<file path="config.mk">
export PLATFORM = sky130hd
export DESIGN_NAME = intr_ctrl_flat
export DESIGN_NICKNAME = d
export VERILOG_FILES = /design/src/rtl/intr_ctrl_if.sv /design/src/rtl/intr_ctrl.sv /design/src/flat_wrapper.sv
export SDC_FILE = /design/constraint.sdc
export NUM_CORES = 1
export LEC_CHECK = 0
export CAP_MARGIN = 40
export CORE_UTILIZATION = 52
export DETAILED_ROUTE_END_ITERATION = 16
export GPL_TIMING_DRIVEN = 0
export PLACE_DENSITY = 0.79
export SETUP_SLACK_MARGIN = 0.1
export SLEW_MARGIN = 30
export SYNTH_ARGS = -nofsm -noshare
export SYNTH_HDL_FRONTEND = slang
export SYNTH_SLANG_ARGS = --single-unit
</file>
<file path="constraint.sdc">
create_clock -name clk -period 1.5 [get_ports clk]
set_input_delay 0.15 -clock clk [delete_from_list [all_inputs] [get_ports clk]]
set_output_delay 0.15 -clock clk [all_outputs]
set_load 0.05 [all_outputs]
</file>
<file path="src/rtl/intr_ctrl_if.sv">
// intr_ctrl_if: pipeline <-> interrupt controller handshake and system-register bus
interface intr_ctrl_if #(parameter int DBITS = 16, parameter int NSRC = 3);
  logic [NSRC-1:0]  irq;
  logic             intreq;
  logic             intack;
  logic [DBITS-1:0] retpc;
  logic             redir;
  logic [DBITS-1:0] redirpc;
  logic             reti;
  logic [2:0]       sraddr;
  logic [DBITS-1:0] srdout;
  logic             srwe;
  logic [2:0]       srwaddr;
  logic [DBITS-1:0] srdin;
  modport master (output irq, intack, retpc, reti, sraddr, srwe, srwaddr, srdin,
                  input intreq, redir, redirpc, srdout);
  modport slave  (input irq, intack, retpc, reti, sraddr, srwe, srwaddr, srdin,
                  output intreq, redir, redirpc, srdout);
endinterface

</file>
<file path="src/rtl/intr_ctrl.sv">
// intr_ctrl: interrupt prioritiser, entry handshake FSM and system-register file
module intr_ctrl #(
  parameter int               DBITS    = 16,
  parameter int               NSRC     = 3,
  parameter logic [DBITS-1:0] SIH_INIT = 16'h0010
) (
  input logic        clk,
  input logic        lock,
  intr_ctrl_if.slave bus
);
  typedef enum logic [1:0] {IDLE, REQ, ENTER} state_t;
  state_t           state, state_n;
  logic             ie, oie, cm, om, ie_n, oie_n, cm_n, om_n;
  logic [DBITS-1:0] sih, sra, sii, sr0, sr1;
  logic [3:0]       num;
  logic             ack, ret;
  logic             we_scs, we_sih, we_sra, we_sii, we_sr0, we_sr1;
  assign ack    = state == REQ && bus.intack;
  assign ret    = bus.reti && (state == IDLE || (state == REQ && !bus.intack));
  assign we_scs = bus.srwe && bus.srwaddr == 3'd0;
  assign we_sih = bus.srwe && bus.srwaddr == 3'd1;
  assign we_sra = bus.srwe && bus.srwaddr == 3'd2;
  assign we_sii = bus.srwe && bus.srwaddr == 3'd3;
  assign we_sr0 = bus.srwe && bus.srwaddr == 3'd6;
  assign we_sr1 = bus.srwe && bus.srwaddr == 3'd7;
  always_comb begin
    num = 4'hF;
    for (int i = NSRC - 1; i >= 0; i--) if (bus.irq[i]) num = 4'(i + 1);
  end
  // Entry beats RETI, and RETI beats a concurrent SCS write
  always_comb begin
    {om_n, cm_n, oie_n, ie_n} = {om, cm, oie, ie};
    if (ack) {om_n, cm_n, oie_n, ie_n} = {cm, 1'b1, ie, 1'b0};
    else if (ret) {cm_n, ie_n} = {om, oie};
    else if (we_scs) {om_n, cm_n, oie_n, ie_n} = bus.srdin[3:0];
  end
  always_comb begin
    state_n = state == IDLE ? ((ie_n && |bus.irq) ? REQ : IDLE) :
              state == REQ  ? (ack ? ENTER : ie_n ? REQ : IDLE) : IDLE;
  end
  always_ff @(posedge clk or negedge lock) begin
    if (!lock) begin
      state                <= IDLE;
      {om, cm, oie, ie}    <= 4'b0100;
      sih                  <= SIH_INIT;
      sra                  <= '0;
      sii                  <= DBITS'(4'hF);
      sr0                  <= '0;
      sr1                  <= '0;
    end else begin
      state             <= state_n;
      {om, cm, oie, ie} <= {om_n, cm_n, oie_n, ie_n};
      if (we_sih) sih <= bus.srdin;
      if (ack) sra <= bus.retpc;
      else if (we_sra) sra <= bus.srdin;
      if (ack) sii <= DBITS'(num);
      else if (we_sii) sii <= bus.srdin;
      if (we_sr0) sr0 <= bus.srdin;
      if (we_sr1) sr1 <= bus.srdin;
    end
  end
  assign bus.intreq  = state == REQ;
  assign bus.redir   = state == ENTER;
  assign bus.redirpc = sih;
  assign bus.srdout  = bus.sraddr == 3'd0 ? {{(DBITS-4){1'b0}}, om, cm, oie, ie} :
                       bus.sraddr == 3'd1 ? sih :
                       bus.sraddr == 3'd2 ? sra :
                       bus.sraddr == 3'd3 ? sii :
                       bus.sraddr == 3'd6 ? sr0 :
                       bus.sraddr == 3'd7 ? sr1 : DBITS'(16'hFAFA);
endmodule
</file>
<file path="src/flat_wrapper.sv">
// flat-port wrapper written by rule: the top's interface ports become plain ports
module intr_ctrl_flat 
#(
  parameter int               DBITS    = 16,
  parameter int               NSRC     = 3,
  parameter logic [DBITS-1:0] SIH_INIT = 16'h0010
)
  (clk, lock, bus_irq, bus_intack, bus_retpc, bus_reti, bus_sraddr, bus_srwe, bus_srwaddr, bus_srdin, bus_intreq, bus_redir, bus_redirpc, bus_srdout);
  intr_ctrl_if #(.DBITS(DBITS), .NSRC(NSRC)) bus_i ();
  input logic clk;
  input logic lock;
  input wire logic [$bits(bus_i.irq)-1:0] bus_irq;
  input wire logic [$bits(bus_i.intack)-1:0] bus_intack;
  input wire logic [$bits(bus_i.retpc)-1:0] bus_retpc;
  input wire logic [$bits(bus_i.reti)-1:0] bus_reti;
  input wire logic [$bits(bus_i.sraddr)-1:0] bus_sraddr;
  input wire logic [$bits(bus_i.srwe)-1:0] bus_srwe;
  input wire logic [$bits(bus_i.srwaddr)-1:0] bus_srwaddr;
  input wire logic [$bits(bus_i.srdin)-1:0] bus_srdin;
  output wire logic [$bits(bus_i.intreq)-1:0] bus_intreq;
  output wire logic [$bits(bus_i.redir)-1:0] bus_redir;
  output wire logic [$bits(bus_i.redirpc)-1:0] bus_redirpc;
  output wire logic [$bits(bus_i.srdout)-1:0] bus_srdout;
  assign bus_i.irq = bus_irq;
  assign bus_i.intack = bus_intack;
  assign bus_i.retpc = bus_retpc;
  assign bus_i.reti = bus_reti;
  assign bus_i.sraddr = bus_sraddr;
  assign bus_i.srwe = bus_srwe;
  assign bus_i.srwaddr = bus_srwaddr;
  assign bus_i.srdin = bus_srdin;
  assign bus_intreq = bus_i.intreq;
  assign bus_redir = bus_i.redir;
  assign bus_redirpc = bus_i.redirpc;
  assign bus_srdout = bus_i.srdout;
  intr_ctrl #(.DBITS(DBITS), .NSRC(NSRC), .SIH_INIT(SIH_INIT)) u_core (.clk(clk), .lock(lock), .bus(bus_i));
endmodule
</file>
**After elaboration in Yosys (flattened, before gate mapping)**

Index checks and enable logic that the tools add are counted.

- Bits of input ports: 46
- Memory bits (writable): 0
- Latch bits: 0
- Register bits after elaboration: 86
- Output and inout bits: 34
- Memories kept: 0
- Memory bits (read-only): 0

- Bitwise logic cells: 0
- $lt $le $gt $ge: 0
- Div/mod/pow operators: 0
- Multiplexer cells: 30
- Eq/ne operators: 13
- Reduce and logical (&&, ||, !) cells: 21
- $mul: 0
- Shift-type cells: 0
- $add $sub $neg: 0

Operators with widths:

| operator | count |
|---|---|
| two-way mux 16 bit | 10 |
| two-way mux 1 bit | 14 |
| == test 3 x 2 -> 1 bit (second input constant) | 4 |
| == test 3 bit (second input constant) | 4 |
| two-way mux 4 bit | 3 |
| logical AND 1 bit | 10 |
| == test 3 x 1 -> 1 bit (second input constant) | 2 |
| logical NOT 3 bit | 2 |
| two-way mux 2 bit | 3 |
| nonzero test 2 bit | 3 |
| nonzero test 3 bit | 1 |
| OR reduction 3 bit | 1 |
| == test 2 x 1 -> 1 bit (second input constant) | 1 |
| == test 2 bit (second input constant) | 1 |
| logical NOT 2 bit | 1 |
| inequality test 2 x 1 -> 1 bit (second input constant) | 1 |
| AND reduction 2 bit | 1 |
| logical NOT 1 bit | 1 |
| logical OR 1 bit | 1 |

**Depth between registers and ports, before layout**

Gate-level depths: netlist of run 1.

- Depth after elaboration: 10
- Mapped depth: 7
- Depth with buffers taken out: 5

**Least setup slack after synthesis of run 1**

No wires, ideal clock.

- Kind: input to output
- Start point: input bus_sraddr[1]
- End point: output bus_srdout[2]
- Arrival time: 1.661 ns
- Setup slack: -0.311 ns
- Path buffers: 3
- Stages: 5
- Path through: buf_2 > buf_2 > clkbuf_1 > nand3_1 > a21oi_1

- Word-level cells in the longest chain between the ends: 7
- Elaborated cells between the ends (all ways): 12

Ends and longest elaborated chain:

| item | RTL line | RTL |
|---|---|---|
| start: declaration | flat_wrapper.sv:16 | `input wire logic [$bits(bus_i.sraddr)-1:0] bus_sraddr;` |
| == test 3 bit | intr_ctrl.sv:70 | `bus.sraddr == 3'd7 ? sr1 : DBITS'(16'hFAFA);` |
| two-way mux 16 bit | intr_ctrl.sv:70 |  |
| two-way mux 16 bit | intr_ctrl.sv:69 | `bus.sraddr == 3'd6 ? sr0 :` |
| two-way mux 16 bit | intr_ctrl.sv:68 | `bus.sraddr == 3'd3 ? sii :` |
| two-way mux 16 bit | intr_ctrl.sv:67 | `bus.sraddr == 3'd2 ? sra :` |
| two-way mux 16 bit | intr_ctrl.sv:66 | `bus.sraddr == 3'd1 ? sih :` |
| two-way mux 16 bit (*) | intr_ctrl.sv:65 | `assign bus.srdout = bus.sraddr == 3'd0 ? {{(DBITS-4){1'b0}}, om, cm, oie, ie} :` |
| end: declaration | flat_wrapper.sv:23 | `output wire logic [$bits(bus_i.srdout)-1:0] bus_srdout;` |

Every way passes the cells marked *; elsewhere a longest branch is shown, timed or not.

**Final worst setup path of run 1**

- Start point: register u_core.sr1[1]
- End point: output bus_srdout[1]

- Word-level cells in the longest chain between the ends: 6

Ends and longest elaborated chain:

| item | RTL line | RTL |
|---|---|---|
| start: declaration | intr_ctrl.sv:14 | `logic [DBITS-1:0] sih, sra, sii, sr0, sr1;` |
| start signal: assignment | intr_ctrl.sv:59 | `if (we_sr1) sr1 <= bus.srdin;` |
| two-way mux 16 bit | intr_ctrl.sv:70 |  |
| two-way mux 16 bit | intr_ctrl.sv:69 |  |
| two-way mux 16 bit | intr_ctrl.sv:68 |  |
| two-way mux 16 bit | intr_ctrl.sv:67 |  |
| two-way mux 16 bit | intr_ctrl.sv:66 |  |
| two-way mux 16 bit | intr_ctrl.sv:65 |  |

No other way between the ends.

==> out/summary.json, run 1 <==
{
  "outcome": {
    "status": "finished with violations",
    "violations_in_the_final_reports": "negative setup slack"
  },
  "global_routing": {
    "grt_usage_pct": 27.6,
    "grt_start_max_net_pins": 55,
    "grt.busiest_layer": "met2",
    "groute.layer.met1.usage_pct": 38.7,
    "first_global_vias": 3362,
    "global_route.overflow_total": 0,
    "use_met2_pct": 44.5,
    "grtUsageMet3_pct": 3.98,
    "antenna_found_initial": 0,
    "first_pass_grt_wire_length_microns": 17900
  },
  "logic_synthesis": {
    "syn_avg_cell_area_sq_um": 11.0,
    "synth_enable_flop_cells": 0,
    "synth_seq_cells": 86,
    "synthesis.yosys.warnings": 0,
    "netlist_top_cells_area": "dfrtp_1 (46%), mux2_2 (11%), mux2i_1 (8.3%)",
    "synth_sequential_area_ratio_pct": 49.9,
    "fraction_of_synthesis_flops_using_an_asynchronous_set_or_reset_pin_pct": 100,
    "synthesis.instances": 393,
    "synth.lib_cells_used.distinct": 40,
    "synth_area_leader_cell": "dfrtp_1",
    "synth.top_cell.area_share_pct": 46.3,
    "postSynthNetCount": 439,
    "synth_top_flop_cell": "dfrtp_1",
    "netlist_area_sq_um": 4320
  },
  "clock_network": {
    "cts_tree": "yes",
    "tritoncts.num_buffers": 9,
    "cts.htree.levels": 3,
    "clock_insertion_delay_worst_skew_ps": 350,
    "cts_buffer_depth": 2,
    "clk_pin_slew_worst_paths_ps": 80,
    "clock-root-buffer": "clkbuf_8",
    "cts.sink_count": 86
  },
  "floorplan": {
    "core.rowCount": 32,
    "floorplan.io_pins": 80,
    "dieHeight_microns": 93.2,
    "floorplan.die.width_microns": 93.2,
    "initial_utilization_pct": 54.8,
    "floorplan.die_area_sq_um": 8680,
    "coreArea_sq_um": 7890
  },
  "critical_path": {
    "worstPathRequired_ps": 1350,
    "ff2ff_setup_slack_ps": 150,
    "crit_arrival_ps": 1590,
    "cp-end-kind": "output pin",
    "worstSetupStartpointType": "flop",
    "timing.setup.critical_path_class": "flop to output pin",
    "crit_path_top_delay_cell": "mux4_2",
    "cp_cell_sequence": "mux4_2 -> nor2b_4 -> a21oi_4 -> buf_6",
    "crit_fanout": 2,
    "worstRegToRegCells": 5,
    "cp_slowest_stage_delay_ps": 500
  },
  "place": {
    "portBuffers": 75,
    "dp_hpwl_microns": 7980,
    "dpl.cell_count": 571,
    "globalplace.congestion": 0.822
  },
  "power": {
    "leak_pwr_nw": 2.54,
    "powerDensity_nw_per_um2": 1420,
    "max-vdd-ir-drop_v": 0.000855,
    "report.power.total_mw": 8.11
  },
  "final_layout": {
    "post_route_cells_drive_above_1_share_pct": 38.5,
    "nets": 537,
    "insertedDiodeCount": 0,
    "layout-area-overhead-vs-synth_pct": 32.4,
    "layout.cells.non_filler": 598
  },
  "sta": {
    "slew-limit-headroom_pct": 68.0,
    "fin_worst_skew_ps": 7.36,
    "finalWorstPathRequiredPeriod_ps": 1740,
    "grt_setup_unrepaired": "true",
    "worst_tran_pin_value_ps": 481,
    "fin_crit_sh_pct": 116,
    "timing_hold_violations_final": 0,
    "setup-violations-final": 8,
    "final_worst_slack_ps": -238,
    "total_count_of_max_transition_violations_in_the_final_report": 0,
    "max_freq_ghz": 0.575
  },
  "detailed_routing": {
    "antenna_violating_nets_post_route": 0,
    "drt-wirelength-per-cell_microns": 19.4,
    "remaining_drc_errors": 0,
    "drt_first_pass_iters": 4,
    "avgViaCountPerCell": 5.73,
    "drt_iter0_drc": 198,
    "drt_wl_total_microns": 11600,
    "dr_total_vias": 3425
  },
  "min_path": {
    "min_path_type": "primary input to asynchronous set/reset pin"
  },
  "flow_run": {
    "cap_violations": 0
  }
}
[state kept, by name, indices dropped and copies added, names as in the netlist]
signal              flops
u_core.bus.redirpc     16
u_core.sii             16
u_core.sr0             16
u_core.sr1             16
u_core.sra             16
u_core.state            2
u_core.cm               1
u_core.ie               1
u_core.oie              1
u_core.om               1
[cells in the mapped netlist (2+ instances only)]
cell / number
dfrtp_1: 80
nand2_1: 62
mux2_2: 43
mux2i_1: 36
o21ai_0: 36
a21oi_1: 26
a21o_1: 11
buf_2: 11
clkbuf_1: 10
a22oi_1: 9
mux2_4: 7
dfstp_2: 6
nor2_1: 6
nor2b_1: 6
a31oi_1: 4
buf_6: 4
inv_1: 4
nand3_1: 3
a211oi_1: 2
a22o_1: 2
and3_1: 2
buf_1: 2
mux4_2: 2
nor4_1: 2
o21ai_1: 2
[cell families after synthesis]
group	Yosys count	share of synthesized area [%]
compound gates	96	13.0
flops	86	49.9
mux	88	23.0
simple gates	91	10.2
buf+inv	32	3.82
[layout make-up]
type / instances / area, sq um
Clock buffer: 11 / 141
Clock inverter: 5 / 25.0
Buffer: 28 / 215
Timing Repair Buffer: 87 / 841
Tap cell: 102 / 128
Inverter: 4 / 17.5
Multi-Input combinational cell: 275 / 2190
Fill cell: 555 / 2160
Sequential cell: 86 / 2170
[per-stage QoR]
step / setup TNS (ps) / cell area (sq um) / worst slack, ps / hold slack, ps / util, %
2_1_floorplan: 0 / 4470 / 60.1 / -146 / -
3_3_place_gp: -272420 / 5350 / -3140 / 481 / 67.8
3_5_place_dp: -36180 / 5380 / -856 / 55.8 / 68.1
4_1_cts: -1150 / 5690 / -246 / 252 / 72.1
5_1_grt: -1490 / 5720 / -283 / 273 / 72.6
6_report: -881 / 5720 / -238 / 247 / 72.6
[layout by cell type, fill, tap and decap left out, types with 3 or more instances in the layout]
master	count
nor2b_1	4
dfstp_2	6
buf_4	14
a21o_1	11
dfrtp_2	9
buf_6	24
clkdlybuf4s50_1	37
clkbuf_2	14
a21oi_4	4
nand2_1	61
a21oi_1	22
mux2_4	8
o21ai_2	8
dfrtp_1	71
a31oi_1	4
o21ai_1	6
clkbuf_8	11
inv_1	3
clkdlybuf4s15_2	5
clkinv_2	5
nor2_1	6
o21ai_0	24
mux2i_1	36
a22oi_2	9
buf_2	10
mux2_2	42
[timing repair]
item	in CTS	in global routing
hold endpoints to repair	32	0
pin swaps	10	4
gates resized for setup	198	33
setup endpoints to repair	93	55
setup buffers	5	5
hold buffers	1	0
[worst max-delay path, delay by kind of cell (launching register included)]
family	cells	cell delay (ps)
compound gates	1	40
flops	1	380
mux	1	500
buf+inv	1	170
simple gates	1	150
[per-layer routing]
metal	part of all wire, %	vias up	routed length [microns]
li1	-	1599	-
met1	45	1695	5160
met2	49	115	5620
met3	5.5	16	641
met4	1.4	0	158
met5	0	-	0
[path summary, 6_finish.rpt]
kind | start | end
max in group asynchronous | lock | u_core.sii[3]
worst min-delay path | lock | u_core.bus.redirpc[15]
worst min register to register | u_core.sr1[3] | u_core.sr1[3]
min in group clk | bus_srwaddr[1] | u_core.cm
worst max register to register | u_core.state[1] | u_core.sra[6]
worst max-delay path | u_core.sr1[1] | bus_srdout[1]
[report_power, final]
part	total (mW)	switching [mW]	internal (mW)
sequential	3.50	0.426	3.07
clock	1.43	0.798	0.634
combinational	3.18	1.80	1.38
total	8.11	3.02	5.08
No activity file was read; power rests on OpenSTA's default activity.
==> run 2: changes to the inputs <==
CORE_UTILIZATION = 50   (was 52)
PLACE_DENSITY = 0.77   (was 0.79)
==> run 2 against run 1 <==
The run still ends with negative setup slack left. Die area is 3.9% higher. First-iteration DRC count is 27% lower. Utilization is 2.7 points lower. Setup slack worse by 13 ps. Register-to-register slack better by 40 ps. Critical path depth stayed put. Via count is 1.8% higher. Sequential share of layout area is 0.50 points lower. Wire length is 2.7% higher. Critical path type unchanged.
==> out/summary.json, run 2 (synthesis results as in run 1) <==
{
  "place": {
    "globalplace.congestion": 0.804,
    "post-place-ws_ps": -799,
    "portBuffers": 75,
    "area_post_placement_sq_um": 5380,
    "dpl.cell_count": 574,
    "dp_hpwl_microns": 7910
  },
  "clock_network": {
    "cts.sink_count": 86,
    "clock_insertion_delay_worst_skew_ps": 360,
    "cts_tree": "yes",
    "cts_buffer_depth": 2,
    "clk_pin_slew_worst_paths_ps": 90,
    "cts.htree.levels": 3,
    "clock-root-buffer": "clkbuf_8",
    "tritoncts.num_buffers": 9
  },
  "floorplan": {
    "dieHeight_microns": 95.0,
    "initial_utilization_pct": 52.1,
    "floorplan.die_area_sq_um": 9020,
    "floorplan.die.width_microns": 95.0,
    "floorplan.io_pins": 80,
    "coreArea_sq_um": 8300,
    "core.rowCount": 33
  },
  "critical_path": {
    "cp-end-kind": "output pin",
    "crit_fanout": 2,
    "worstSetupStartpointType": "flop",
    "crit_arrival_ps": 1600,
    "worstPathRequired_ps": 1350,
    "timing.setup.critical_path_class": "flop to output pin"
  },
  "detailed_routing": {
    "detail_route.wirelength.met1_microns": 5260,
    "remaining_drc_errors": 0,
    "drt_wl_total_microns": 11900,
    "drt_iter0_drc": 144,
    "met3_wirelength_microns": 647,
    "dr_total_vias": 3486,
    "antenna_violating_nets_post_route": 0,
    "avgViaCountPerCell": 5.82,
    "dr.max_layer_used": "met4",
    "drt-wirelength-per-cell_microns": 19.8,
    "met2_routed_length_microns": 5730,
    "drt_first_pass_iters": 4
  },
  "power": {
    "p_sw_mw": 3.04,
    "switching_part_of_the_total_power_pct": 36.0,
    "max-vdd-ir-drop_v": 0.000814,
    "share_clk_of_total_power_pct": 21.3,
    "power.combinational.fraction_pct": 37.2,
    "sequentialPowerShare_pct": 41.5,
    "powerDensity_nw_per_um2": 1460,
    "internal_power_mw": 5.41,
    "leak_pwr_nw": 2.55
  },
  "final_layout": {
    "post-route-util_pct": 69.9,
    "layout.cells.non_filler": 599,
    "post_route_cells_drive_above_1_share_pct": 38.9,
    "insertedDiodeCount": 0,
    "layout_common_cells": "dfrtp_1 (71), nand2_1 (61), mux2_2 (42)",
    "nets": 535,
    "post-route-cell-area_sq_um": 5800,
    "mostFrequentLayoutCell": "dfrtp_1",
    "layout-area-overhead-vs-synth_pct": 34.1
  },
  "sta": {
    "total_count_of_max_transition_violations_in_the_final_report": 0,
    "fin_crit_sh_pct": 117,
    "worst_tran_pin_value_ps": 461,
    "fin_worst_skew_ps": 13.6,
    "setup-violations-final": 9,
    "grt_setup_unrepaired": "true",
    "max_freq_ghz": 0.571,
    "slew-limit-headroom_pct": 69.0,
    "finalWorstPathRequiredPeriod_ps": 1750,
    "final_worst_slack_ps": -252,
    "hold_slack_ps": 250,
    "timing_hold_violations_final": 0
  },
  "global_routing": {
    "grt_start_max_net_pins": 50,
    "first_pass_grt_wire_length_microns": 18600,
    "first_global_vias": 3525,
    "antenna_found_initial": 0,
    "grt_usage_pct": 28.1,
    "global_route.overflow_total": 0
  },
  "outcome": {
    "status": "finished with violations",
    "violations_in_the_final_reports": "negative setup slack"
  },
  "flow_run": {
    "cap_violations": 0
  },
  "min_path": {
    "min_path_type": "primary input to asynchronous set/reset pin"
  }
}
-- run 2: metal layers --
layer | up-vias | GRT usage, %
met1 | 1749 | 38.9
met3 | 24 | 3.95
met4 | 0 | 9.60
met2 | 117 | 45.4
met5 | - | 0
li1 | 1596 | -
-- run 2: final timing paths --
check	start	to	slack [ps]	cells after the start
max	u_core.sr1[1]	bus_srdout[1]	-250	4
min	lock	u_core.bus.redirpc[11]	250	2
max reg2reg	u_core.state[1]	u_core.sii[8]	190	5
min reg2reg	u_core.sii[2]	u_core.sii[2]	500	2
max in group asynchronous	lock	u_core.sii[0]	620	3
min in group clk	bus_srwe	u_core.sr1[0]	330	3
-- run 2: per-stage QoR --
step	total power [mW]	TNS, ps
after floorplan	5.46	0
final	8.45	-904
after global routing	8.85	-1710
after detailed placement	6.47	-37550
after global placement	6.35	-272230
after CTS	8.42	-995
-- run 2: repair_timing --
item | in CTS | in global routing
setup endpoints to repair | 92 | 66
buffers inserted | 5 | 3
gates resized for setup | 217 | 19
hold buffers | 1 | 0
gates cloned | 0 | 0
pin swaps | 10 | 1
hold endpoints to repair | 37 | 0
-- run 2: layout make-up --
class	instances	area [sq um]
plain buffers	28	228
clock buffers	12	145
clock inverters	4	70.1
fillers	619	2500
inverters	4	17.5
multi-input cells	275	2210
flip-flops and latches	86	2170
well taps	105	131
repair buffers	85	830
-- run 2: critical path, stage by stage (launching register included) --
cell and delay (ps):
dfrtp_1 390, mux4_2 500, nor2b_4 150, a21oi_4 40, buf_6 160
-- run 2: power groups by stage --
stage / logic, mW / clock network (mW) / registers [mW]
final: 3.14 / 1.80 / 3.51
after global routing: 3.38 / 1.89 / 3.58
after CTS: 3.10 / 1.82 / 3.49
after detailed placement: 2.94 / 0 / 3.52
after global placement: 2.87 / 0 / 3.48
after floorplan: 1.73 / 0 / 3.73
